File: config.mk
export PLATFORM = sky130hd
export DESIGN_NAME = dsp_mem_loader_flat
export DESIGN_NICKNAME = d
export VERILOG_FILES = /design/src/rtl/dsp_mem_loader_if.sv /design/src/rtl/dsp_mem_loader.sv /design/src/flat_wrapper.sv
export SDC_FILE = /design/constraint.sdc
export NUM_CORES = 1
export LEC_CHECK = 0
export BUFFER_PORTS_ARGS = -buffer_cell sky130_fd_sc_hd__buf_2
export CAP_MARGIN = 20
export CELL_PAD_IN_SITES_DETAIL_PLACEMENT = 1
export CELL_PAD_IN_SITES_GLOBAL_PLACEMENT = 1
export CORE_ASPECT_RATIO = 1.75
export CORE_MARGIN = 2
export CORE_UTILIZATION = 41
export DETAILED_ROUTE_END_ITERATION = 10
export PLACE_DENSITY_LB_ADDON = 0.2
export SLEW_MARGIN = 20
export SYNTH_ARGS = -nofsm -noshare
export SYNTH_HDL_FRONTEND = slang
export SYNTH_SLANG_ARGS = --single-unit
export TNS_END_PERCENT = 1
File: constraint.sdc
create_clock -name clk -period 3.6 [get_ports clk]
set_input_delay 0.18 -clock clk [delete_from_list [all_inputs] [get_ports clk]]
set_output_delay 0.18 -clock clk [all_outputs]
set_load 0.05 [all_outputs]
File: src/rtl/dsp_mem_loader_if.sv
// Host byte stream in, shared memory write port out.
// Carries status flags back to the host side.
interface dsp_mem_loader_if #(
  parameter int DATA_WIDTH = 36,
  parameter int ADDR_WIDTH = 10
);
  logic [7:0]            rx_data;
  logic                  rx_valid;
  logic                  rx_ready;
  logic [ADDR_WIDTH-1:0] wr_addr;
  logic [DATA_WIDTH-1:0] wr_data;
  logic                  instr_wr_en;
  logic                  coeff_wr_en;
  logic                  sample_wr_en;
  logic                  busy;
  logic                  done;
  logic                  cksum_err;
  logic                  frame_err;

  modport master (
    output rx_data, rx_valid,
    input  rx_ready, wr_addr, wr_data,
    input  instr_wr_en, coeff_wr_en, sample_wr_en,
    input  busy, done, cksum_err, frame_err
  );

  modport slave (
    input  rx_data, rx_valid,
    output rx_ready, wr_addr, wr_data,
    output instr_wr_en, coeff_wr_en, sample_wr_en,
    output busy, done, cksum_err, frame_err
  );
endinterface

File: src/rtl/dsp_mem_loader.sv
// Framed byte-stream loader for the DSP instr/coeff/sample memories.
// Emits 1-cycle write strobes on a shared addr/data bus.
module dsp_mem_loader #(
  parameter int          DATA_WIDTH = 36,
  parameter int          ADDR_WIDTH = 10,
  parameter int          WORD_BYTES = 5,
  parameter logic [7:0]  SYNC_BYTE  = 8'hA5
) (
  input logic            clk,
  input logic            reset,
  dsp_mem_loader_if.slave bus
);

  localparam int BW = (WORD_BYTES > 1) ?
                      $clog2(WORD_BYTES) : 1;
  localparam logic [BW-1:0] LAST_BYTE =
    BW'(WORD_BYTES - 1);
  localparam int HW = ADDR_WIDTH - 8;

  typedef enum logic [2:0] {
    S_IDLE,
    S_TARGET,
    S_ADDR_HI,
    S_ADDR_LO,
    S_CNT_HI,
    S_CNT_LO,
    S_DATA,
    S_CKSUM
  } state_e;

  state_e                state_q, state_d;
  logic                  rdy_q;
  logic [7:0]            acc_q, acc_d;
  logic [1:0]            tgt_q, tgt_d;
  logic [HW-1:0]         ahi_q, ahi_d;
  logic [ADDR_WIDTH-1:0] addr_q, addr_d;
  logic [7:0]            chi_q, chi_d;
  logic [15:0]           cnt_q, cnt_d;
  logic [DATA_WIDTH-1:0] shift_q, shift_d;
  logic [BW-1:0]         bidx_q, bidx_d;
  logic [ADDR_WIDTH-1:0] wra_q, wra_d;
  logic [DATA_WIDTH-1:0] wrd_q, wrd_d;
  logic [2:0]            wen_q, wen_d;
  logic                  busy_q, busy_d;
  logic                  done_q, done_d;
  logic                  cerr_q, cerr_d;
  logic                  ferr_q, ferr_d;

  logic                  accept;
  logic                  is_sync;
  logic                  bad_tgt;
  logic                  word_end;
  logic [15:0]           cnt_in;
  logic [7:0]            sum_in;
  logic [DATA_WIDTH-1:0] shift_in;

  assign accept   = bus.rx_valid & rdy_q;
  assign is_sync  = (bus.rx_data == SYNC_BYTE);
  assign bad_tgt  = (bus.rx_data > 8'd2);
  assign word_end = (bidx_q == LAST_BYTE);
  assign cnt_in   = {chi_q, bus.rx_data};
  assign sum_in   = acc_q + bus.rx_data;
  // Bytes arrive MSB first; bits above the word fall off the top.
  assign shift_in = (shift_q << 8) |
                    DATA_WIDTH'(bus.rx_data);

  // State register
  always_ff @(posedge clk or posedge reset) begin
    if (reset) state_q <= S_IDLE;
    else       state_q <= state_d;
  end

  // Next state: moves only on an accepted byte
  always_comb begin
    state_d = state_q;
    if (accept) begin
      unique case (state_q)
        S_IDLE:
          if (is_sync) state_d = S_TARGET;
        S_TARGET:
          state_d = bad_tgt ? S_IDLE : S_ADDR_HI;
        S_ADDR_HI: state_d = S_ADDR_LO;
        S_ADDR_LO: state_d = S_CNT_HI;
        S_CNT_HI:  state_d = S_CNT_LO;
        S_CNT_LO:
          state_d = (cnt_in == 16'd0) ?
                    S_CKSUM : S_DATA;
        S_DATA:
          if (word_end && cnt_q == 16'd1)
            state_d = S_CKSUM;
        S_CKSUM:   state_d = S_IDLE;
        default:   state_d = S_IDLE;
      endcase
    end
  end

  // Outputs and datapath next values per state
  always_comb begin
    acc_d   = acc_q;
    tgt_d   = tgt_q;
    ahi_d   = ahi_q;
    addr_d  = addr_q;
    chi_d   = chi_q;
    cnt_d   = cnt_q;
    shift_d = shift_q;
    bidx_d  = bidx_q;
    wra_d   = wra_q;
    wrd_d   = wrd_q;
    wen_d   = 3'b000;
    busy_d  = busy_q;
    done_d  = 1'b0;
    cerr_d  = cerr_q;
    ferr_d  = 1'b0;
    if (accept) begin
      acc_d = sum_in;
      unique case (state_q)
        S_IDLE: begin
          acc_d = acc_q;
          if (is_sync) begin
            busy_d = 1'b1;
            cerr_d = 1'b0;
            acc_d  = 8'd0;
          end
        end
        S_TARGET: begin
          if (bad_tgt) begin
            ferr_d = 1'b1;
            busy_d = 1'b0;
          end else begin
            tgt_d = bus.rx_data[1:0];
          end
        end
        S_ADDR_HI: ahi_d = bus.rx_data[HW-1:0];
        S_ADDR_LO: addr_d = {ahi_q, bus.rx_data};
        S_CNT_HI:  chi_d = bus.rx_data;
        S_CNT_LO: begin
          cnt_d  = cnt_in;
          bidx_d = '0;
        end
        S_DATA: begin
          shift_d = shift_in;
          if (word_end) begin
            bidx_d = '0;
            wrd_d  = shift_in;
            wra_d  = addr_q;
            addr_d = addr_q + ADDR_WIDTH'(1);
            cnt_d  = cnt_q - 16'd1;
            unique case (1'b1)
              (tgt_q == 2'd0): wen_d = 3'b001;
              (tgt_q == 2'd1): wen_d = 3'b010;
              (tgt_q == 2'd2): wen_d = 3'b100;
              default:         wen_d = 3'b000;
            endcase
          end else begin
            bidx_d = bidx_q + BW'(1);
          end
        end
        S_CKSUM: begin
          done_d = 1'b1;
          busy_d = 1'b0;
          cerr_d = (sum_in != 8'd0);
        end
        default: ;
      endcase
    end
  end

  // Datapath and registered outputs
  always_ff @(posedge clk or posedge reset) begin
    if (reset) begin
      rdy_q   <= 1'b0;
      acc_q   <= '0;
      tgt_q   <= '0;
      ahi_q   <= '0;
      addr_q  <= '0;
      chi_q   <= '0;
      cnt_q   <= '0;
      shift_q <= '0;
      bidx_q  <= '0;
      wra_q   <= '0;
      wrd_q   <= '0;
      wen_q   <= '0;
      busy_q  <= 1'b0;
      done_q  <= 1'b0;
      cerr_q  <= 1'b0;
      ferr_q  <= 1'b0;
    end else begin
      rdy_q   <= 1'b1;
      acc_q   <= acc_d;
      tgt_q   <= tgt_d;
      ahi_q   <= ahi_d;
      addr_q  <= addr_d;
      chi_q   <= chi_d;
      cnt_q   <= cnt_d;
      shift_q <= shift_d;
      bidx_q  <= bidx_d;
      wra_q   <= wra_d;
      wrd_q   <= wrd_d;
      wen_q   <= wen_d;
      busy_q  <= busy_d;
      done_q  <= done_d;
      cerr_q  <= cerr_d;
      ferr_q  <= ferr_d;
    end
  end

  assign bus.rx_ready     = rdy_q;
  assign bus.wr_addr      = wra_q;
  assign bus.wr_data      = wrd_q;
  assign bus.instr_wr_en  = wen_q[0];
  assign bus.coeff_wr_en  = wen_q[1];
  assign bus.sample_wr_en = wen_q[2];
  assign bus.busy         = busy_q;
  assign bus.done         = done_q;
  assign bus.cksum_err    = cerr_q;
  assign bus.frame_err    = ferr_q;

endmodule

File: src/flat_wrapper.sv
// flat-port wrapper written by rule: the top's interface ports become plain ports
module dsp_mem_loader_flat 
#(
  parameter int          DATA_WIDTH = 36,
  parameter int          ADDR_WIDTH = 10,
  parameter int          WORD_BYTES = 5,
  parameter logic [7:0]  SYNC_BYTE  = 8'hA5
)
  (clk, reset, bus_rx_data, bus_rx_valid, bus_rx_ready, bus_wr_addr, bus_wr_data, bus_instr_wr_en, bus_coeff_wr_en, bus_sample_wr_en, bus_busy, bus_done, bus_cksum_err, bus_frame_err);
  dsp_mem_loader_if #(.DATA_WIDTH(DATA_WIDTH), .ADDR_WIDTH(ADDR_WIDTH)) bus_i ();
  input logic clk;
  input logic reset;
  input wire logic [$bits(bus_i.rx_data)-1:0] bus_rx_data;
  input wire logic [$bits(bus_i.rx_valid)-1:0] bus_rx_valid;
  output wire logic [$bits(bus_i.rx_ready)-1:0] bus_rx_ready;
  output wire logic [$bits(bus_i.wr_addr)-1:0] bus_wr_addr;
  output wire logic [$bits(bus_i.wr_data)-1:0] bus_wr_data;
  output wire logic [$bits(bus_i.instr_wr_en)-1:0] bus_instr_wr_en;
  output wire logic [$bits(bus_i.coeff_wr_en)-1:0] bus_coeff_wr_en;
  output wire logic [$bits(bus_i.sample_wr_en)-1:0] bus_sample_wr_en;
  output wire logic [$bits(bus_i.busy)-1:0] bus_busy;
  output wire logic [$bits(bus_i.done)-1:0] bus_done;
  output wire logic [$bits(bus_i.cksum_err)-1:0] bus_cksum_err;
  output wire logic [$bits(bus_i.frame_err)-1:0] bus_frame_err;
  assign bus_i.rx_data = bus_rx_data;
  assign bus_i.rx_valid = bus_rx_valid;
  assign bus_rx_ready = bus_i.rx_ready;
  assign bus_wr_addr = bus_i.wr_addr;
  assign bus_wr_data = bus_i.wr_data;
  assign bus_instr_wr_en = bus_i.instr_wr_en;
  assign bus_coeff_wr_en = bus_i.coeff_wr_en;
  assign bus_sample_wr_en = bus_i.sample_wr_en;
  assign bus_busy = bus_i.busy;
  assign bus_done = bus_i.done;
  assign bus_cksum_err = bus_i.cksum_err;
  assign bus_frame_err = bus_i.frame_err;
  dsp_mem_loader #(.DATA_WIDTH(DATA_WIDTH), .ADDR_WIDTH(ADDR_WIDTH), .WORD_BYTES(WORD_BYTES), .SYNC_BYTE(SYNC_BYTE)) u_core (.clk(clk), .reset(reset), .bus(bus_i));
endmodule
Word-level counts from Yosys, hierarchy flattened
Cells that the tools add are included.
Word-level totals
  bits in registers: 134
  bits of input ports: 11
  output and inout bits: 54
  word-level logic and storage cells: 89
Cells by class
  $add $sub $neg: 4
  order comparisons: 1
  eq/ne operators: 16
  muxes and demuxes: 27
  bitwise logic cells: 3
  reduce and logical (&&, ||, !) cells: 21
Operator list (count)
  36-bit by 8-bit OR with 36-bit output: 1
  16-bit case mux with 2 select lines: 1
  3-bit case mux with 8 select lines: 1
  10-bit case mux with 2 select lines: 1
  3-bit two-way mux: 6
  3-bit AND reduction: 6
  16-bit by 1-bit equality test with 1-bit output, second input constant: 1
  16-bit logical NOT: 1
  16-bit two-way mux: 1
  8-bit two-way mux: 2
  16-bit by 1-bit subtractor with 16-bit output, second input constant: 1
  3-bit equality test, second input constant: 5
  10-bit by 1-bit adder with 10-bit output, second input constant: 1
  10-bit two-way mux: 1
  2-bit AND reduction: 5
  1-bit two-way mux: 9
  3-bit case mux with 3 select lines: 1
  8-bit adder: 1
  8-bit equality test, second input constant: 1
  8-bit by 2-bit > comparator with 1-bit output, second input constant: 1
  2-bit by 1-bit != test with 1-bit output, second input constant: 4
  8-bit nonzero test: 1
  3-bit by 2-bit equality test with 1-bit output, second input constant: 2
  3-bit case mux with 2 select lines: 1
  15 further kinds: 17

Logic depth before layout (Yosys ltp)
  depth in word-level cells: 5
  gate-level depth with buffers: 8
  mapped depth without buffers: 7

Worst setup path before layout
OpenSTA, ideal clock, no wires.
  path kind: register to register
  from: register u_core.cnt_q[0]
  to: register u_core.cnt_q[14]
  setup time: 0.079 ns
  arrival time: 2.157 ns
  data required time: 3.521 ns
  slack: 1.363 ns
  cell stages (with the launch flop): 9
  path buffers: 1
  clock period less this slack: 2.237 ns
  path through: dfrtp_1 -> inv_1 -> ha_1 -> or3b_1 -> or3_1 -> clkbuf_1 -> or4_4 -> a21oi_2 -> a2bb2oi_1
Between the ends
  longest elaborated chain between the ends: 3
RTL lines
  from (decl): RTL line dsp_mem_loader.sv:38  | logic [15:0] cnt_q, cnt_d;
  from (signal assigned): RTL line dsp_mem_loader.sv:194  | cnt_q <= cnt_d;
  16-bit by 1-bit subtractor with 16-bit output: RTL line dsp_mem_loader.sv:147  | cnt_d = cnt_q - 16'd1;
  16-bit two-way mux: RTL line dsp_mem_loader.sv:142  | if (word_end) begin
  16-bit case mux with 2 select lines: RTL line dsp_mem_loader.sv:116  | unique case (state_q)
Every way passes these cells. The select of a mux whose other input is x is not followed.
A chain may end at the register's enable or synchronous reset.

Worst setup path in the final report
  from: register u_core.state_q[2]
  to: register u_core.wen_q[1]
Between the ends
  longest elaborated chain between the ends: 3
RTL lines
  from (decl): RTL line dsp_mem_loader.sv:31  | state_e state_q, state_d;
  from (signal assigned): RTL line dsp_mem_loader.sv:70  | else state_q <= state_d;
  3-bit equality test: RTL line dsp_mem_loader.sv:116
  3-bit two-way mux: RTL line dsp_mem_loader.sv:116
  3-bit two-way mux: RTL line dsp_mem_loader.sv:114  | if (accept) begin
  named net u_core.wen_d[1]: RTL line dsp_mem_loader.sv:43  | logic [2:0] wen_q, wen_d;
  to (signal assigned): RTL line dsp_mem_loader.sv:199  | wen_q <= wen_d;
  to (decl): RTL line dsp_mem_loader.sv:43
The timed path passes the listed nets, and every way through them passes these cells.

==> reports/qor.txt <==
Drt wl/cell: 19.0 um
Antenna diodes: 0
Clock skew: 0.00984 ns
Worst vdd ir: 353 uV
Logic pwr share: 25.1%
Dpl cells: 838
Pin count of the biggest net entering global routing: 135
Worst path required time: 3.92 ns
Synthesized area: 6110 um^2
Top post-synthesis cells by area: dfrtp_1 (55%), nand2_1 (11%), mux2_2 (7.2%), a21oi_1 (3.2%), ha_1 (2.5%)
Slew headroom: 31.3%
Critical path endpoint: u_core.wen_q[1]
First-pass GRT wire length: 26800 um
Worst Setup Start Kind: flip-flop
Sw frac: 34.0%
Sequential Power Share: 40.7%
Clock power frac: 34.2%
Register area share after synthesis: 54.9%
#FFs+latches synth: 134
Vias per cell: 5.56
Max-cap viol count: 0
Most frequent CP cell: buf_4
Internal Power: 3.84 mW
FP Rows: 59
Min Hold Slack: -0.0510 ns
Predominant post-synthesis flop cell: dfrtp_1
Post-Synth XOR/XNOR Area: 1.43%
Post-DP Area: 6640 um^2
CP Cell Sequence: nand3b_1 -> buf_4 -> nor2_2 -> nand2_1 -> buf_4 -> nor3b_1
CTS clk-pin slew, worst paths: 0.06 ns
# DRC: 0
RSZ-0062 raised after global routing: no
Violated checks: negative hold slack
Final Cycle Share: 72.5%
Final-report hold violation count: 34
P_sw: 1.98 mW
Final HPWL DP: 11100 um
Final Slew Violations: 0
WS Path Type: flip-flop to flip-flop
Synth Area in Simple Gates: 18.5%
Final nets: 698
Worst R2R Path Depth: 6
TritonCTS Buffers: 17
Syn avg cell area: 9.95 um^2
Most frequent cell after synthesis: nand2_1
RR Endpoint: u_core.wen_q[1]
Die Width: 96.3 um
Combinational family with the most area after synthesis: simple AND/OR/NAND/NOR gates
Worst slew pin tran: 1.03 ns
Highest routed layer: met4
Metal2 WL: 9290 um
Core Util, Final: 49.8%
H-tree levels: 4
I/O pin total: 65
Routed WL: 16500 um
Met3 wire len: 432 um
Total setup buffers inserted after CTS: 0
Core Area: 14700 um^2
Syn_nets: 638
Worst path arrival time: 2.92 ns
Die area: 15900 um^2
Min-delay worst type: primary input to asynchronous set/reset pin
Antenna-violating nets left: 0
Port bufs: 64
Post_cts resized: 0
Die Span Y: 165 um
Vias in the first global route: 5305
Setup TNS: 0 ns
Cell Pwr Density: 797 nW/um^2
Post-route cell area: 7310 um^2
Number of synthesized flops with an enable pin: 0
Initial antenna violation count: 0
CTS sink cnt: 134
Worst Path Max Fanout: 49
CTS tree: yes
Post-synth ARST share: 100%
Final min period: 2.61 ns
Finished Layout Cells: 869
Status: complete, but fails checks
Reg2Reg Setup Slack: 0.99 ns
Compound-Gate Fraction of Synth Area: 12.4%
1st-iter DRT viols: 198
Initial core utilization: 41.6%
Cells after Synth: 614
Share of cells above drive strength 1: 22.9%
Area Overhead vs Synth: 19.7%
WL met1: 6350 um
Synth top area share: 54.9%
Routed vias: 4830
Leakage: 3.60 nW
Post-Synth Adder-Cell Area: 2.79%
Drt first pass iters: 4
Clk Tree Root Cell: clkbuf_16
Post-synth top cells: nand2_1 (173), dfrtp_1 (134), a21oi_1 (39), mux2_2 (39), o21ai_0 (27)
# setup viols final: 0
CP startpoint: u_core.state_q[2]
Worst skew pair latency: 0.42 ns
Worst setup EP type: flip-flop
Clock Path Buffers: 2
Delay of the slowest critical-path stage: 0.71 ns
Max Fclk: 383 MHz
GRT overflow: 0
Most area-hungry cell type in the Yosys netlist: dfrtp_1
YS warnings: 0
Cell variety after synth: 59
RePlAce Congestion: 0.798
Max stage delay cell, worst path: dfrtp_1
Post-CTS Hold Fix Bufs: 0
Multiplexer share of the synthesized area: 7.38%
Global Route Usage Sum: 22.2%
R2r startpoint: u_core.state_q[2]
power groups by stage:
stage          Combinational (mW)  Sequential, mW  Clock [mW]
6_report                     1.46            2.37        1.99
5_1_grt                      1.62            2.44        2.10
4_1_cts                      1.48            2.37        2.04
3_5_place_dp                 1.46            2.39           0
3_3_place_gp                 1.38            2.36           0
2_1_floorplan                1.06            2.33           0
routing by layer:
layer	GRT usage, %	vias up
met2	41.6	86
met4	9.03	0
met5	0	-
met1	23.7	2456
met3	4.13	29
li1	-	2259
cells by family after synthesis:
family                   after synthesis
AND/OR/NAND/NOR                      257
multiplexers                          40
AO/OA/AOI/OAI                        119
buffers and inverters                 40
adder cells (fa/ha/maj)               13
XOR/XNOR                              10
other                                  1
flip-flops                           134
worst min-delay path by stage:
stage / end / slack (ns)
after floorplan: u_core.bus.wr_data[2] / 0.29
after global placement: u_core.bus.wr_data[17] / 0.45
after detailed placement: u_core.bus.wr_data[17] / 0.46
after CTS: u_core.bus.wr_data[17] / 0.0004
after global routing: u_core.bus.wr_data[25] / 0.02
final: u_core.bus.wr_data[25] / -0.05
metrics by stage:
stage	worst slack (ns)	hold slack [ns]	power [mW]
floorplan	1.36	0.285	3.39
global placement	1.22	0.448	3.73
detailed placement	1.05	0.457	3.85
CTS	0.978	0.000424	5.89
global route	0.781	0.0185	6.16
finish	0.992	-0.0510	5.83
layout by cell type, fill, tap and decap left out, types with 11 or more instances in the layout:
master / instances
nand2_1: 173
buf_2: 64
mux2_2: 39
nor2_1: 20
ha_1: 12
nor3_1: 11
a21oi_1: 39
clkbuf_16: 17
nand3_1: 11
o21ai_0: 27
dfrtp_1: 134
state kept, by name, indices dropped and copies added, names as in the netlist, 2 cells and up:
signal              cells
u_core.wen_q            3
u_core.state_q          3
u_core.bus.wr_data     36
u_core.ahi_q            2
u_core.cnt_q           16
u_core.acc_q            8
u_core.shift_q         28
u_core.bus.wr_addr     10
u_core.tgt_q            2
u_core.bidx_q           3
u_core.addr_q          10
u_core.chi_q            8
critical path: cells and delay by family, from the launching register on:
family                 cells  cell delay, ns
buffers and inverters      2            0.59
and+or+nand+nor            4            1.18
DFF                        1            0.71
area by class of cell:
class | instances | area (um^2)
multi-input cells | 440 | 2610
well taps | 183 | 229
fillers | 1666 | 7380
clock inverters | 14 | 249
inverters | 7 | 30.0
clock buffers | 17 | 425
flip-flops and latches | 134 | 3350
repair buffers | 74 | 420
Power figures use the tool's default switching activity.
